--- src/rtl/bus_slave_responder_if.sv ---
// ---------------------------------------------------------------------------
// bus_slave_responder_if
//   Serial bus bundle between the two-master bus controller and one slave.
//   master modport: drives select, direction, serial address/data strobes;
//                   receives read data, ready, response and split.
//   slave modport : the mirror image, used by bus_slave_responder.
//   Signals:
//     sel, read_write, a_in, a_valid, d_in, d_valid   controller -> slave
//     d_out, d_out_valid, ready, response[1:0], split slave -> controller
// ---------------------------------------------------------------------------
interface bus_slave_responder_if;
  logic       sel;
  logic       read_write;
  logic       a_in;
  logic       a_valid;
  logic       d_in;
  logic       d_valid;
  logic       d_out;
  logic       d_out_valid;
  logic       ready;
  logic [1:0] response;
  logic       split;

  modport master (
    output sel, read_write, a_in, a_valid, d_in, d_valid,
    input  d_out, d_out_valid, ready, response, split
  );

  modport slave (
    input  sel, read_write, a_in, a_valid, d_in, d_valid,
    output d_out, d_out_valid, ready, response, split
  );
endinterface

--- src/rtl/bus_slave_responder.sv ---
// ---------------------------------------------------------------------------
// bus_slave_responder
//   Serial-bus slave behind one select line. Shifts in an LSB-first address,
//   then either shifts in a write word or returns a word from the internal
//   register file serially, and reports OKAY/ERROR for one cycle at the end.
//   Ports:
//     clk  - single clock, rising edge
//     rst  - synchronous, active-high reset
//     bus  - bus_slave_responder_if.slave (select, serial address/data in,
//            serial data out, ready, response, split)
//   Parameters: ADDR_W (>=2), DATA_W (>=2), DEPTH, READ_LAT (>=1).
//   Optional feature macro: BUS_SLAVE_SPLIT_EN -- when defined, split is
//   high in every read wait cycle; otherwise split is tied low.
// ---------------------------------------------------------------------------
module bus_slave_responder #(
  parameter int ADDR_W   = 8,
  parameter int DATA_W   = 8,
  parameter int DEPTH    = 16,
  parameter int READ_LAT = 2
) (
  input  logic                   clk,
  input  logic                   rst,
  bus_slave_responder_if.slave   bus
);

  localparam int IDX_W   = (DEPTH > 1) ? $clog2(DEPTH) : 1;
  localparam int MAX_CNT = (ADDR_W > DATA_W) ?
                           ((ADDR_W > READ_LAT) ? ADDR_W : READ_LAT) :
                           ((DATA_W > READ_LAT) ? DATA_W : READ_LAT);
  localparam int CNT_W   = $clog2(MAX_CNT + 1);

  localparam logic [CNT_W-1:0]  ADDR_BITS = CNT_W'(ADDR_W);
  localparam logic [CNT_W-1:0]  DATA_LAST = CNT_W'(DATA_W - 1);
  localparam logic [CNT_W-1:0]  DATA_BITS = CNT_W'(DATA_W);
  localparam logic [CNT_W-1:0]  WAIT_LAST = CNT_W'(READ_LAT - 1);
  localparam logic [CNT_W-1:0]  CNT_ONE   = CNT_W'(1);
  localparam logic [ADDR_W:0]   DEPTH_EXT = (ADDR_W + 1)'(DEPTH);

  localparam logic [1:0] RESP_OKAY  = 2'b00;
  localparam logic [1:0] RESP_ERROR = 2'b01;

  typedef enum logic [2:0] {
    S_IDLE, S_ADDR, S_WDATA, S_WAIT, S_RDATA, S_RESP
  } state_t;

  state_t              state_q, state_d;
  logic [CNT_W-1:0]    cnt_q, cnt_d;
  logic [ADDR_W-1:0]   addr_q, addr_d;
  logic [DATA_W-1:0]   data_q, data_d;
  logic                rw_q, rw_d;
  logic                legal_q, legal_d;
  logic                ready_q, ready_d;
  logic [1:0]          response_q, response_d;
  logic                d_out_q, d_out_d;
  logic                d_out_valid_q, d_out_valid_d;
  logic                addr_cap;
  logic                mem_we;

  logic [DATA_W-1:0]   mem [DEPTH];
  logic [DATA_W-1:0]   rd_data_q;

  always_comb begin
    state_d       = state_q;
    cnt_d         = cnt_q;
    addr_d        = addr_q;
    data_d        = data_q;
    rw_d          = rw_q;
    legal_d       = legal_q;
    response_d    = RESP_OKAY;
    d_out_d       = 1'b0;
    d_out_valid_d = 1'b0;
    addr_cap      = 1'b0;
    mem_we        = 1'b0;

    unique case (state_q)
      S_IDLE: begin
        if (bus.sel && bus.a_valid) begin
          state_d  = S_ADDR;
          rw_d     = bus.read_write;
          addr_d   = {bus.a_in, addr_q[ADDR_W-1:1]};
          cnt_d    = CNT_ONE;
          addr_cap = 1'b1;
        end
      end
      S_ADDR: begin
        if (!bus.sel) begin
          state_d = S_IDLE;
          cnt_d   = '0;
        end else if (bus.a_valid) begin
          addr_d   = {bus.a_in, addr_q[ADDR_W-1:1]};
          cnt_d    = cnt_q + 1'b1;
          addr_cap = 1'b1;
        end
      end
      S_WDATA: begin
        if (!bus.sel) begin
          state_d = S_IDLE;
          cnt_d   = '0;
        end else if (bus.d_valid) begin
          data_d = {bus.d_in, data_q[DATA_W-1:1]};
          if (cnt_q == DATA_LAST) begin
            // An out-of-range write still consumes the full word, then drops it.
            mem_we     = legal_q;
            response_d = legal_q ? RESP_OKAY : RESP_ERROR;
            state_d    = S_RESP;
            cnt_d      = '0;
          end else begin
            cnt_d = cnt_q + 1'b1;
          end
        end
      end
      S_WAIT: begin
        if (!bus.sel) begin
          state_d = S_IDLE;
          cnt_d   = '0;
        end else if (cnt_q == WAIT_LAST) begin
          // rd_data_q has held the addressed word since the last address edge.
          state_d       = S_RDATA;
          d_out_d       = rd_data_q[0];
          d_out_valid_d = 1'b1;
          data_d        = {1'b0, rd_data_q[DATA_W-1:1]};
          cnt_d         = CNT_ONE;
        end else begin
          cnt_d = cnt_q + 1'b1;
        end
      end
      S_RDATA: begin
        if (!bus.sel) begin
          state_d = S_IDLE;
          cnt_d   = '0;
        end else if (cnt_q == DATA_BITS) begin
          state_d = S_RESP;
          cnt_d   = '0;
        end else begin
          d_out_d       = data_q[0];
          d_out_valid_d = 1'b1;
          data_d        = {1'b0, data_q[DATA_W-1:1]};
          cnt_d         = cnt_q + 1'b1;
        end
      end
      S_RESP: begin
        state_d = S_IDLE;
        cnt_d   = '0;
      end
      default: begin
        state_d = S_IDLE;
        cnt_d   = '0;
      end
    endcase

    // Address completion is shared by IDLE and ADDR so the decision uses the
    // freshly shifted word, compared over its full width.
    if (addr_cap && (cnt_d == ADDR_BITS)) begin
      cnt_d   = '0;
      legal_d = ({1'b0, addr_d} < DEPTH_EXT);
      if (rw_d) begin
        state_d = S_WDATA;
      end else if (legal_d) begin
        state_d = S_WAIT;
      end else begin
        state_d    = S_RESP;
        response_d = RESP_ERROR;
      end
    end

    ready_d = (state_d == S_IDLE);
  end

  always_ff @(posedge clk) begin
    if (rst) begin
      state_q       <= S_IDLE;
      cnt_q         <= '0;
      addr_q        <= '0;
      data_q        <= '0;
      rw_q          <= 1'b0;
      legal_q       <= 1'b0;
      ready_q       <= 1'b1;
      response_q    <= RESP_OKAY;
      d_out_q       <= 1'b0;
      d_out_valid_q <= 1'b0;
    end else begin
      state_q       <= state_d;
      cnt_q         <= cnt_d;
      addr_q        <= addr_d;
      data_q        <= data_d;
      rw_q          <= rw_d;
      legal_q       <= legal_d;
      ready_q       <= ready_d;
      response_q    <= response_d;
      d_out_q       <= d_out_d;
      d_out_valid_q <= d_out_valid_d;
    end
  end

  // Register file: no reset. The read port follows the next address so the
  // word is already registered when the first wait cycle begins; a read of
  // an illegal index is harmless because that path never reaches RDATA.
  always_ff @(posedge clk) begin
    if (mem_we && !rst) begin
      mem[addr_q[IDX_W-1:0]] <= data_d;
    end
    rd_data_q <= mem[addr_d[IDX_W-1:0]];
  end

`ifdef BUS_SLAVE_SPLIT_EN
  logic split_q, split_d;
  assign split_d = (state_d == S_WAIT);
  always_ff @(posedge clk) begin
    if (rst) begin
      split_q <= 1'b0;
    end else begin
      split_q <= split_d;
    end
  end
  assign bus.split = split_q;
`else
  assign bus.split = 1'b0;
`endif

  assign bus.ready       = ready_q;
  assign bus.response    = response_q;
  assign bus.d_out       = d_out_q;
  assign bus.d_out_valid = d_out_valid_q;

endmodule
--- src/flat_wrapper.sv ---
// flat-port wrapper written by rule: the top's interface ports become plain ports
module bus_slave_responder_flat 
#(
  parameter int ADDR_W   = 8,
  parameter int DATA_W   = 8,
  parameter int DEPTH    = 16,
  parameter int READ_LAT = 2
)
  (clk, rst, bus_sel, bus_read_write, bus_a_in, bus_a_valid, bus_d_in, bus_d_valid, bus_d_out, bus_d_out_valid, bus_ready, bus_response, bus_split);
  bus_slave_responder_if bus_i ();
  input  logic clk;
  input  logic rst;
  input wire logic [$bits(bus_i.sel)-1:0] bus_sel;
  input wire logic [$bits(bus_i.read_write)-1:0] bus_read_write;
  input wire logic [$bits(bus_i.a_in)-1:0] bus_a_in;
  input wire logic [$bits(bus_i.a_valid)-1:0] bus_a_valid;
  input wire logic [$bits(bus_i.d_in)-1:0] bus_d_in;
  input wire logic [$bits(bus_i.d_valid)-1:0] bus_d_valid;
  output wire logic [$bits(bus_i.d_out)-1:0] bus_d_out;
  output wire logic [$bits(bus_i.d_out_valid)-1:0] bus_d_out_valid;
  output wire logic [$bits(bus_i.ready)-1:0] bus_ready;
  output wire logic [$bits(bus_i.response)-1:0] bus_response;
  output wire logic [$bits(bus_i.split)-1:0] bus_split;
  assign bus_i.sel = bus_sel;
  assign bus_i.read_write = bus_read_write;
  assign bus_i.a_in = bus_a_in;
  assign bus_i.a_valid = bus_a_valid;
  assign bus_i.d_in = bus_d_in;
  assign bus_i.d_valid = bus_d_valid;
  assign bus_d_out = bus_i.d_out;
  assign bus_d_out_valid = bus_i.d_out_valid;
  assign bus_ready = bus_i.ready;
  assign bus_response = bus_i.response;
  assign bus_split = bus_i.split;
  bus_slave_responder #(.ADDR_W(ADDR_W), .DATA_W(DATA_W), .DEPTH(DEPTH), .READ_LAT(READ_LAT)) u_core (.clk(clk), .rst(rst), .bus(bus_i));
endmodule
--- config.mk ---
export PLATFORM = sky130hd
export DESIGN_NAME = bus_slave_responder_flat
export DESIGN_NICKNAME = d
export VERILOG_FILES = /design/src/rtl/bus_slave_responder_if.sv /design/src/rtl/bus_slave_responder.sv /design/src/flat_wrapper.sv
export SDC_FILE = /design/constraint.sdc
export NUM_CORES = 1
export LEC_CHECK = 0
export BUFFER_PORTS_ARGS = -buffer_cell sky130_fd_sc_hd__buf_2
export CAP_MARGIN = 20
export CELL_PAD_IN_SITES_DETAIL_PLACEMENT = 1
export CELL_PAD_IN_SITES_GLOBAL_PLACEMENT = 2
export CORE_ASPECT_RATIO = 1.1
export CORE_MARGIN = 10
export CORE_UTILIZATION = 43
export DETAILED_ROUTE_END_ITERATION = 12
export GPL_TIMING_DRIVEN = 1
export PLACE_DENSITY = 0.9
export REMOVE_ABC_BUFFERS = 1
export SKIP_LAST_GASP = 1
export SLEW_MARGIN = 20
export SYNTH_ARGS = -nofsm -noshare
export SYNTH_HDL_FRONTEND = slang
export SYNTH_SLANG_ARGS = --single-unit
--- constraint.sdc ---
create_clock -name clk -period 3 [get_ports clk]
set_clock_uncertainty 0.1 [all_clocks]
set_input_delay 0.6 -clock clk [delete_from_list [all_inputs] [get_ports clk]]
set_output_delay 0.6 -clock clk [all_outputs]
set_load 0.02 [all_outputs]
==> impl_summary.md <==
Power
Dividing total power by cell area gives a power density of 592 nW/um^2. The worst-case IR drop observed on VDD is 0.000333 V. In this run the static leakage power is 3.12 nW.

Synth
The most frequently used flop master after synthesis is edfxtp_1. The post-synthesis simple-gate area fraction is 18.8%. The number of distinct standard cells referenced by the synthesized netlist is 59.

The xor and xnor fraction of the mapped netlist area is 0.127%. Synthesis produced a netlist whose cell count is 582. The cell area that synthesis handed to floorplanning was 6900 um^2. In this run the mean area of a mapped cell was 11.8 um^2. The count of flip-flops with a built-in enable after synthesis is 128. After Yosys synthesis, full adders, half adders and majority gates account for 0.544% of the synthesized area. After synthesis the netlist holds a flip-flop and latch count of 165.

The post-synthesis sequential area ratio is 66.5%. The Yosys step of the flow raised 0 warnings. In the synthesized netlist the async set-or-reset flop fraction comes to 0%. By area, the combinational part of the netlist is dominated by simple AND/OR/NAND/NOR gates.

The compound-cell area share of the yosys netlist is 8.07%. The share of cell area taken by muxes after synthesis is 2.63%.

Setup path
The path length in cells of the critical path is 7. Broken down by cell family, the worst path's largest delay share belongs to simple AND/OR/NAND/NOR gates. The signal on the critical path passes through and4bb_1, nand2_1, or2_4, nor3b_4, or3b_4, nor3_2, buf_4. The most critical setup path has its startpoint at u_core.state_q[1].

The capturing element type of the critical path is a flip-flop. For the worst setup path, the data required time is 3040 ps. The master of the slowest instance on the critical path is dfxtp_1. The setup check on the worst reg-to-reg path leaves a slack of 250 ps. The critical path startpoint category is a flip-flop. The startpoint of the worst register-to-register path is u_core.state_q[1]. The setup path with the least slack is of type reg -> reg. The arrival time reported for the critical path endpoint is 2790 ps. The biggest cell delay along the critical path is 560 ps. Counting both buffers and inverters, the worst setup path holds a total of 1. Along the worst path, the maximum fanout reaches 10. Counting cells, the worst reg-to-reg path comes to 7.

Clocking
The tree is rooted in a clkbuf_16. For the worst-skew pair, the clock arrives at the later sink with an insertion delay of 430 ps. Buffers inserted during clock tree synthesis total 17.

The TritonCTS clock tree is built. After clock tree synthesis, the repair step resized 0 gates. Counting every sink on the clock net gives 165. The post-CTS setup buffer count is 0.

The post-CTS clock slew at the launch and capture registers of the worst setup and hold paths is 60 ps. The longest clock path from root to sink contains 2 buffers. The number of H-tree levels is 4. The number of buffers inserted for hold repair after clock tree synthesis is 0.

STA
The final count of pins violating max slew was 0. The setup total negative slack is 0 ps. The final worst-path cycle share is 91.8%. The final setup violation count is 0.

The fmax is 363 MHz. The worst hold-check slack is 358 ps. Headroom to the max-slew limit came out at 39.4%. Setup repair after global routing left no endpoint under its margin. The transition time of the tightest slew-check pin is 908 ps. The smallest clock period supported by the final layout is computed as 2750 ps. The total count of hold-check failures in the final report is 0.

Placed design
At the end of routability-driven placement, the weighted congestion stood at 0.861. The number of buffers inserted by port buffering is 11. The placed instance area is 7280 um^2. The half-perimeter wire length of the detailed placement result is 11.5 mm.

Worst hold path
The tightest min-delay check is of the in -> reg type. The worst hold path depth is 3. The source of the worst hold timing path is bus_a_in.

Global routing
The total global routing track utilization is 16.4%. The number of antenna violations at the first check in global routing is 0. The number of global-route vias before repair was 4949. The global-route wire length before repair is 27.4 mm. The global route total overflow is 0.

Entering global routing, the biggest net connects 57 pins.

Detailed routing
The DRC violation total after the first TritonRoute iteration is 484. For this block, the via count after detailed routing is 4603. The DRC violation count after routing is 0. The count of nets left with antenna violations once routing finished came out at 0. The wire length per cell is 21.1 um. The number of iterations in the first detailed-routing pass is 6. Wires add up to 17.4 mm. The mean number of vias per cell is 5.59.

Floorplanning
The number of core rows is 48. The number of placed I/O pins is 14. The floorplan step set the die height to 153 um. The die covers 21500 um^2. The region available for standard cell placement spans 15700 um^2. Measured along the x axis, the die boundary spans 141 um. The initial utilization of the core area, before any placement, comes to 43.8%.

Layout
From synthesis to final layout, the design area changed by 14.0%. The final-stage net count is 622. The number of inserted diodes is 0. In the final layout, the share of cells above drive strength 1 is 14.9%.

The most frequent standard cell in the layout excluding fill and tap cells is nand2_1. Leaving out fill and tap cells, the most frequent cells in the layout are nand2_1 (145), edfxtp_1 (128), nand3_1 (50). At the end of the flow the core is filled with cells to 50.0%.

The finished cells cover 7860 um^2.

Flow run
The max capacitance violation total is 0.

Run status
The run finished with clean final reports.
-- sequential cells by signal (all words and copies together), names as in the netlist, 3 cells and up --
| name | cells |
|---|---|
| u_core.rd_data_q | 8 |
| u_core.cnt_q | 4 |
| u_core.addr_q | 8 |
| u_core.data_q | 8 |
| u_core.state_q | 3 |
| u_core.mem | 128 |
-- path summary, 6_finish.rpt --
| path | end |
|---|---|
| max reg2reg | u_core.mem[0][3] |
| max | u_core.mem[0][3] |
| min | u_core.addr_q[7] |
| min reg2reg | u_core.addr_q[4] |
-- where the power goes --
part           internal (mW)  switching [mW]  total (mW)
Combinational         0.0285          0.0434      0.0719
Sequential              2.43         0.00627        2.44
Clock                   1.23           0.913        2.15
Total                   3.69           0.963        4.66
-- kinds of logic after synthesis --
kind of cell	after synthesis
compound gates	75
flops	165
buf+inv	46
other cells	1
simple gates	275
fa+ha+maj	3
xor+xnor	1
mux	16
-- routing by layer --
metal  routed length [um]  track usage, %  up-vias
met3                  761            3.28       27
met5                    0               0        -
li1                     -               -     2181
met2                 8850            27.8      111
met1                 7350            19.7     2284
met4                  444            7.28        0
-- cell usage after synthesis (5+ instances only) --
library cell,count,area (um^2)
edfxtp_1,128,3840
nor3_1,7,35.0
a21oi_1,10,50.1
inv_1,10,37.5
a31oi_1,8,50.1
buf_4,7,52.6
clkbuf_2,5,25.0
clkbuf_1,6,22.5
a32oi_1,9,78.8
o211ai_1,18,135
mux2i_1,13,130
nor2b_1,6,37.5
o21ai_0,5,25.0
dfxtp_1,37,741
nand3b_1,5,37.5
buf_2,14,70.1
nand2_1,145,544
nor2_1,30,113
a222oi_1,7,70.1
nand3_1,50,250
-- layout make-up --
cell class / count / area [um^2]
clock inverters: 14 / 150
repair buffers: 45 / 310
multi-input cells: 372 / 2100
fillers: 1650 / 7880
inverters: 10 / 37.5
clock buffers: 18 / 429
flip-flops and latches: 165 / 4580
well taps: 200 / 250
-- stage by stage --
stage / setup WS, ps / std cells / total power, mW
finish: 245 / 824 / 4.66
global route: 10.0 / 824 / 4.80
CTS: 121 / 824 / 4.69
detailed placement: 184 / 792 / 2.56
global placement: 251 / 792 / 2.56
floorplan: -1670 / 547 / 2.52
-- worst min-delay path, cell delays in order --
cell,delay [ps]
buf_2,100
nand2_1,80
a21oi_1,70
No activity file was read; power rests on OpenSTA's default activity.
